File: config.mk
export PLATFORM = sky130hd
export DESIGN_NAME = hawk_tbl_upd_wr
export DESIGN_NICKNAME = d
export VERILOG_FILES = /design/src/rtl/hawk_tbl_upd_wr.sv
export SDC_FILE = /design/constraint.sdc
export NUM_CORES = 1
export LEC_CHECK = 0
export ABC_AREA = 1
export BUFFER_PORTS_ARGS = -buffer_cell sky130_fd_sc_hd__buf_2
export CORE_AREA = 3 3 306 308
export CTS_CLUSTER_DIAMETER = 200
export DETAILED_ROUTE_END_ITERATION = 7
export DIE_AREA = 0 0 309 311
export SYNTH_ARGS = -nofsm -noshare
export SYNTH_HDL_FRONTEND = slang
export SYNTH_SLANG_ARGS = --single-unit
File: constraint.sdc
create_clock -name clk_i -period 1.8 [get_ports clk_i]
set_input_delay 0.09 -clock clk_i [delete_from_list [all_inputs] [get_ports clk_i]]
set_output_delay 0.09 -clock clk_i [all_outputs]
set_load 0.005 [all_outputs]
File: src/rtl/hawk_tbl_upd_wr.sv
// hawk_tbl_upd_wr: commits one table update (ATT entry, then TOL entry unless att_only) as single-beat AXI writes, then pulses done.
// Latency req->done 5 cycles att_only / 7 full with a zero-wait slave; AW/W held until accepted, B waited on (HAWK_TBL_WR_TMO_EN adds a TMO_CYC timeout).
module hawk_tbl_upd_wr #(
    parameter int                ADDR_W   = 64,
    parameter int                DATA_W   = 512,
    parameter int                LST_W    = 16,
    parameter logic [ADDR_W-1:0] ATT_BASE = ADDR_W'(64'hFFF6100000),
    parameter logic [ADDR_W-1:0] TOL_BASE = ADDR_W'(64'hFFF6200000),
    parameter int                TMO_CYC  = 1024
) (
    input  logic                clk_i,
    input  logic                rst_ni,
    input  logic                tbl_update,
    input  logic                att_only,
    input  logic [LST_W-1:0]    att_entry_id,
    input  logic [1:0]          att_sts,
    input  logic [5:0]          att_zpd_cnt,
    input  logic [ADDR_W-13:0]  att_way,
    input  logic [LST_W-1:0]    tol_entry_id,
    input  logic [LST_W-1:0]    tol_next,
    output logic                ready,
    output logic                tbl_update_done,
    output logic                free_head_upd,
    output logic [LST_W-1:0]    free_head,
    output logic [ADDR_W-1:0]   awaddr,
    output logic [7:0]          awlen,
    output logic [2:0]          awsize,
    output logic [1:0]          awburst,
    output logic                awvalid,
    input  logic                awready,
    output logic [DATA_W-1:0]   wdata,
    output logic [DATA_W/8-1:0] wstrb,
    output logic                wvalid,
    output logic                wlast,
    input  logic                wready,
    input  logic                bvalid,
    input  logic [1:0]          bresp,
    output logic                bready,
    output logic                bus_error
);

    localparam int STRB_W = DATA_W / 8;
    localparam int LANE_HI = $clog2(STRB_W) - 1;

    typedef enum logic [2:0] {IDLE, ATT_WR, ATT_B, TOL_WR, TOL_B, DONE, ERR} state_t;
    state_t state, state_nxt;

    logic                att_only_q;
    logic [LST_W-1:0]    att_id_q, tol_id_q, tol_next_q;
    logic [1:0]          sts_q;
    logic [5:0]          zpd_q;
    logic [ADDR_W-13:0]  way_q;
    logic                aw_done, w_done;
    logic                aw_hs, w_hs, wr_st, b_st, tmo_hit;
    logic [ADDR_W-1:0]   att_addr, tol_addr;
    logic [63:0]         att_dat, tol_dat, wr_dat;
    logic [LANE_HI-3:0]  lane;

    // Entry ids are 1-based; id 0 is NULL and never requested.
    assign att_addr = ATT_BASE + ((ADDR_W'(att_id_q) - ADDR_W'(1)) << 3);
    assign tol_addr = TOL_BASE + ((ADDR_W'(tol_id_q) - ADDR_W'(1)) << 3);
    assign att_dat  = 64'({way_q, 4'b0, zpd_q, sts_q});
    // Popped TOL entry is detached: next and prev both NULL, owner = ATT entry.
    assign tol_dat  = 64'({att_id_q, {(2*LST_W){1'b0}}});

    assign awaddr  = (state == TOL_WR) ? tol_addr : att_addr;
    assign wr_dat  = (state == TOL_WR) ? tol_dat : att_dat;
    assign lane    = awaddr[LANE_HI:3];
    assign wdata   = DATA_W'(wr_dat) << {lane, 6'b0};
    assign wstrb   = STRB_W'(8'hFF) << {lane, 3'b0};
    assign wlast   = 1'b1;
    assign awlen   = 8'd0;
    assign awsize  = 3'd3;
    assign awburst = 2'b01;

    assign wr_st = (state == ATT_WR) || (state == TOL_WR);
    assign b_st  = (state == ATT_B) || (state == TOL_B);
    assign aw_hs = awvalid && awready;
    assign w_hs  = wvalid && wready;

`ifdef HAWK_TBL_WR_TMO_EN
    localparam int TMO_W = $clog2(TMO_CYC + 1);
    logic [TMO_W-1:0] tmo_cnt;

    assign tmo_hit = b_st && (tmo_cnt == TMO_W'(TMO_CYC - 1));

    always_ff @(posedge clk_i or negedge rst_ni) begin
        if (!rst_ni) begin
            tmo_cnt <= '0;
        end else if (state_nxt != state) begin
            tmo_cnt <= '0;
        end else if (b_st) begin
            tmo_cnt <= tmo_cnt + 1'b1;
        end
    end
`else
    logic [31:0] unused_tmo;
    assign unused_tmo = TMO_CYC;
    assign tmo_hit    = 1'b0;
`endif

    always_ff @(posedge clk_i or negedge rst_ni) begin
        if (!rst_ni) begin
            state <= IDLE;
        end else begin
            state <= state_nxt;
        end
    end

    always_comb begin
        state_nxt = state;
        ready     = 1'b0;
        awvalid   = 1'b0;
        wvalid    = 1'b0;
        bready    = 1'b0;
        bus_error = 1'b0;
        unique case (state)
            IDLE: begin
                ready = 1'b1;
                if (tbl_update) state_nxt = ATT_WR;
            end
            ATT_WR, TOL_WR: begin
                awvalid = !aw_done;
                wvalid  = !w_done;
                if ((aw_done || aw_hs) && (w_done || w_hs))
                    state_nxt = (state == ATT_WR) ? ATT_B : TOL_B;
            end
            ATT_B, TOL_B: begin
                bready = 1'b1;
                if (bvalid) begin
                    if (bresp != 2'b00)       state_nxt = ERR;
                    else if (state == TOL_B)  state_nxt = DONE;
                    else                      state_nxt = att_only_q ? DONE : TOL_WR;
                end else if (tmo_hit) begin
                    state_nxt = ERR;
                end
            end
            DONE: state_nxt = IDLE;
            ERR:  bus_error = 1'b1;
            default: state_nxt = IDLE;
        endcase
    end

    // Handshake flags live only within one *_WR state.
    always_ff @(posedge clk_i or negedge rst_ni) begin
        if (!rst_ni) begin
            aw_done <= 1'b0;
            w_done  <= 1'b0;
        end else if (wr_st && (state_nxt == state)) begin
            aw_done <= aw_done | aw_hs;
            w_done  <= w_done | w_hs;
        end else begin
            aw_done <= 1'b0;
            w_done  <= 1'b0;
        end
    end

    always_ff @(posedge clk_i or negedge rst_ni) begin
        if (!rst_ni) begin
            att_only_q <= 1'b0;
            att_id_q   <= '0;
            tol_id_q   <= '0;
            tol_next_q <= '0;
            sts_q      <= '0;
            zpd_q      <= '0;
            way_q      <= '0;
        end else if (tbl_update && (state == IDLE)) begin
            att_only_q <= att_only;
            att_id_q   <= att_entry_id;
            tol_id_q   <= tol_entry_id;
            tol_next_q <= tol_next;
            sts_q      <= att_sts;
            zpd_q      <= att_zpd_cnt;
            way_q      <= att_way;
        end
    end

    always_ff @(posedge clk_i or negedge rst_ni) begin
        if (!rst_ni) begin
            tbl_update_done <= 1'b0;
            free_head_upd   <= 1'b0;
            free_head       <= '0;
        end else begin
            tbl_update_done <= (state == DONE);
            free_head_upd   <= (state == DONE) && !att_only_q;
            if ((state == DONE) && !att_only_q) free_head <= tol_next_q;
        end
    end

endmodule

==> impl_metrics.py <==
metrics = {
    "status": {
        "status": "finished, violations left",
        "violations": "negative setup slack",
    },
    "critical_path": {
        "critPathRequiredTime_ps": 1710,
        "cp-start-kind": "flip-flop",
        "cpMaxStageDelayCell": "dfrtp_2",
        "critPathMaxFanout": 8,
        "crit_path_max_incr_delay_ps": 440,
        "path_cells": "nor2_8 -> nand2_8 -> buf_8 -> o21ai_4 -> buf_12 -> inv_16 -> buf_6 -> nand3_4 -> clkinvlp_4 -> buf_2",
        "regToRegSetupSlack_ps": -100,
        "worstSetupPathType": "reg -> out",
        "cp-end-kind": "output pin",
        "arrival_ps": 2420,
    },
    "timing": {
        "fin_skew_ps": 15.1,
        "slew_violations": 0,
        "setup_viol": 643,
        "holdWs_ps": 148,
        "fmax_mhz": 399,
        "hold_violations": 0,
        "rsz0062_at_grt": "yes",
        "finalSetupTns_ps": -328660,
        "worst_slack_ps": -707,
        "period_share_pct": 139,
        "tightest_slew_ps": 607,
        "max_slew_margin_pct": 59.5,
        "finalCriticalPeriod_ps": 2510,
    },
    "yosys": {
        "synthAdderAreaFrac_pct": 0.236,
        "syn_inst": 1549,
        "synth_xor_area_share_pct": 0.825,
        "ys_ff_latch": 132,
        "synth_warnings": 0,
        "synth_top_family_by_area": "simple AND/OR/NAND/NOR gates",
        "muxShareOfSynthArea_pct": 8.38,
        "syn_avg_cell_area_sq_um": 6.86,
        "synth_area_sq_mm": 0.0106,
        "synth-simple-area-share_pct": 37.0,
        "synth_compound_area_share_pct": 3.59,
        "netlist-cell-type-count": 33,
        "yosysSeqAreaShare_pct": 31.1,
    },
    "cells_and_area": {
        "final_cell_mix": "buf_2, nor2_1, nand3_1, nand2_1, dfrtp_1",
        "area_growth_pct": 90.2,
        "finalNetCount": 2576,
        "drive_gt1_share_pct": 50.3,
        "final_common_cell": "buf_2",
    },
    "power_and_ir_drop": {
        "vdd_drop_max_mv": 0.763,
        "finalPower_mw": 43.8,
        "leakagePower_nw": 10.6,
        "power_density_mw_per_mm2": 2170,
    },
    "routing": {
        "drt_first_iter_violations": 993,
        "remaining_drc_errors": 0,
        "dr.pass1.iters": 8,
        "avgRoutedWirePerCell_microns": 19.8,
        "vias_per_cell": 3.87,
        "wirelength_microns": 72500,
        "vias": 14200,
        "ant_nets": 0,
    },
    "global_routing": {
        "grt_max_degree": 53,
        "grt_pass1_wl_microns": 94500,
        "antenna_found_initial": 13,
        "grt_pass1_vias": 12900,
        "grt-ovfl-total": 0,
        "grt_use_total_pct": 13.9,
    },
    "clock_network": {
        "clkSinkCount": 132,
        "clock_latency_ps": 490,
        "cts_made_buffers": 17,
        "cts_tree": "built",
        "cts_root_buf": "clkbuf_16",
        "htree_levels": 4,
        "path_clk_slew_ps": 70,
        "cts_max_path_buffers": 2,
    },
    "min_path": {
        "hold_path_class": "in -> async",
    },
    "placement": {
        "dp.final_hpwl_microns": 54500,
        "port_buffers": 702,
        "globalplace.congestion": 0.911,
    },
    "floorplanning": {
        "start_util_pct": 11.6,
        "die_w_microns": 309,
        "dieArea_sq_mm": 0.0961,
        "die_h_microns": 311,
        "rows": 111,
        "design.core.area_sq_mm": 0.0914,
        "pin_count": 794,
    },
    "run": {
        "maxCapViolCount": 0,
    },
}
[area by class of cell]
cell class                      instances  area, sq um
Antenna cell                            6         15.0
Clock buffer                           17          425
Clock inverter                         15          125
Fill cell                           10100        71200
Inverter                               64          317
Multi-Input combinational cell       1187         6560
Sequential cell                       132         3300
Tap cell                             1186         1480
Timing Repair Buffer                 1054         7960
Timing Repair inverter                  1         11.3
[synth_stat cells]
library cell | instances | area [sq um]
nand3_4 | 8 | 140
a31oi_1 | 3 | 18.8
inv_4 | 2 | 12.5
nand3_1 | 204 | 1020
nor3_2 | 1 | 10.0
buf_4 | 183 | 1370
inv_2 | 6 | 22.5
xor2_1 | 7 | 61.3
buf_6 | 7 | 78.8
a22oi_1 | 2 | 15.0
nor2_1 | 564 | 2120
or2_2 | 1 | 6.26
o21ai_4 | 1 | 16.3
xnor2_1 | 3 | 26.3
nand2_2 | 2 | 12.5
conb_1 | 2 | 7.51
nor3_1 | 2 | 10.0
nand2_1 | 146 | 548
nand2_8 | 1 | 20.0
mux2_2 | 79 | 890
inv_1 | 56 | 210
o21ai_0 | 10 | 50.1
o21ai_2 | 1 | 8.76
buf_1 | 3 | 11.3
ha_1 | 2 | 25.0
nor2_8 | 1 | 20.0
a21oi_1 | 37 | 185
o21ai_1 | 16 | 80.1
dfrtp_1 | 132 | 3300
o211ai_1 | 1 | 7.51
buf_2 | 43 | 215
clkbuf_1 | 19 | 71.3
nand4_1 | 4 | 25.0
[sequential cells by signal, indices dropped and copies added, names as in the netlist]
| signal | flops |
|---|---|
| state | 3 |
| att_id_q | 16 |
| sts_q | 2 |
| tol_id_q | 16 |
| tbl_update_done | 1 |
| free_head_upd | 1 |
| aw_done | 1 |
| att_only_q | 1 |
| zpd_q | 6 |
| way_q | 52 |
| free_head | 16 |
| w_done | 1 |
| tol_next_q | 16 |
[worst paths after layout]
path,startpoint,end,depth (start not counted)
min reg2reg,tol_next_q[8],free_head[8],2
max in group asynchronous,rst_ni,free_head[5],3
min,rst_ni,way_q[50],2
max,state[2],wstrb[8],10
max reg2reg,state[2],tol_id_q[10],8
min in group clk_i,tbl_update,way_q[36],4
[repair_timing]
action / CTS / global route
hold buffers: 115 / 0
buffers inserted: 19 / 8
gates resized for setup: 124 / 226
setup endpoints to repair: 651 / 667
pin swaps: 11 / 31
endpoints found under the hold margin: 171 / 0
cloned: 13 / 13
[stage by stage]
step                      instances  utilization (%)  worst slack (ps)  cell area [sq um]
final                          3662             22.1              -707              20200
after global routing           3658             22.1              -822              20200
after CTS                      3637             20.7              -733              18900
after detailed placement       3458             17.7              -395              16200
after global placement         3458             17.7              -361              16200
after floorplan                1638                -              2.11              11000
[critical path: cells and delay by family, from the launching register on]
kind | cells | cell delay (ps)
AND/OR/NAND/NOR | 3 | 400
buffers and inverters | 6 | 930
AO/OA/AOI/OAI | 1 | 140
flip-flops | 1 | 440
[routing by layer]
metal,GRT usage (%),vias to the layer above,part of all wire (%)
li1,-,6535,-
met1,18.2,6753,43
met2,21.3,755,44
met3,4.61,111,9.4
met4,4.84,12,3.2
met5,0,-,0.11
[where the power goes]
part	total, mW	internal (mW)	switching (mW)	leakage [nW]
sequential	6.33	4.42	1.91	1.56
clock	3.50	1.79	1.71	0.264
combinational	33.9	15.2	18.8	8.75
total	43.8	21.4	22.4	10.6
[cells by family after synthesis]
group | after synthesis
xor gates and xnor gates | 10
muxes | 79
buffers and inverters | 319
DFF | 132
AOI/OAI and AO/OA | 71
other | 2
adders and majority gates | 2
and+or+nand+nor | 934
Power figures use the tool's default switching activity.
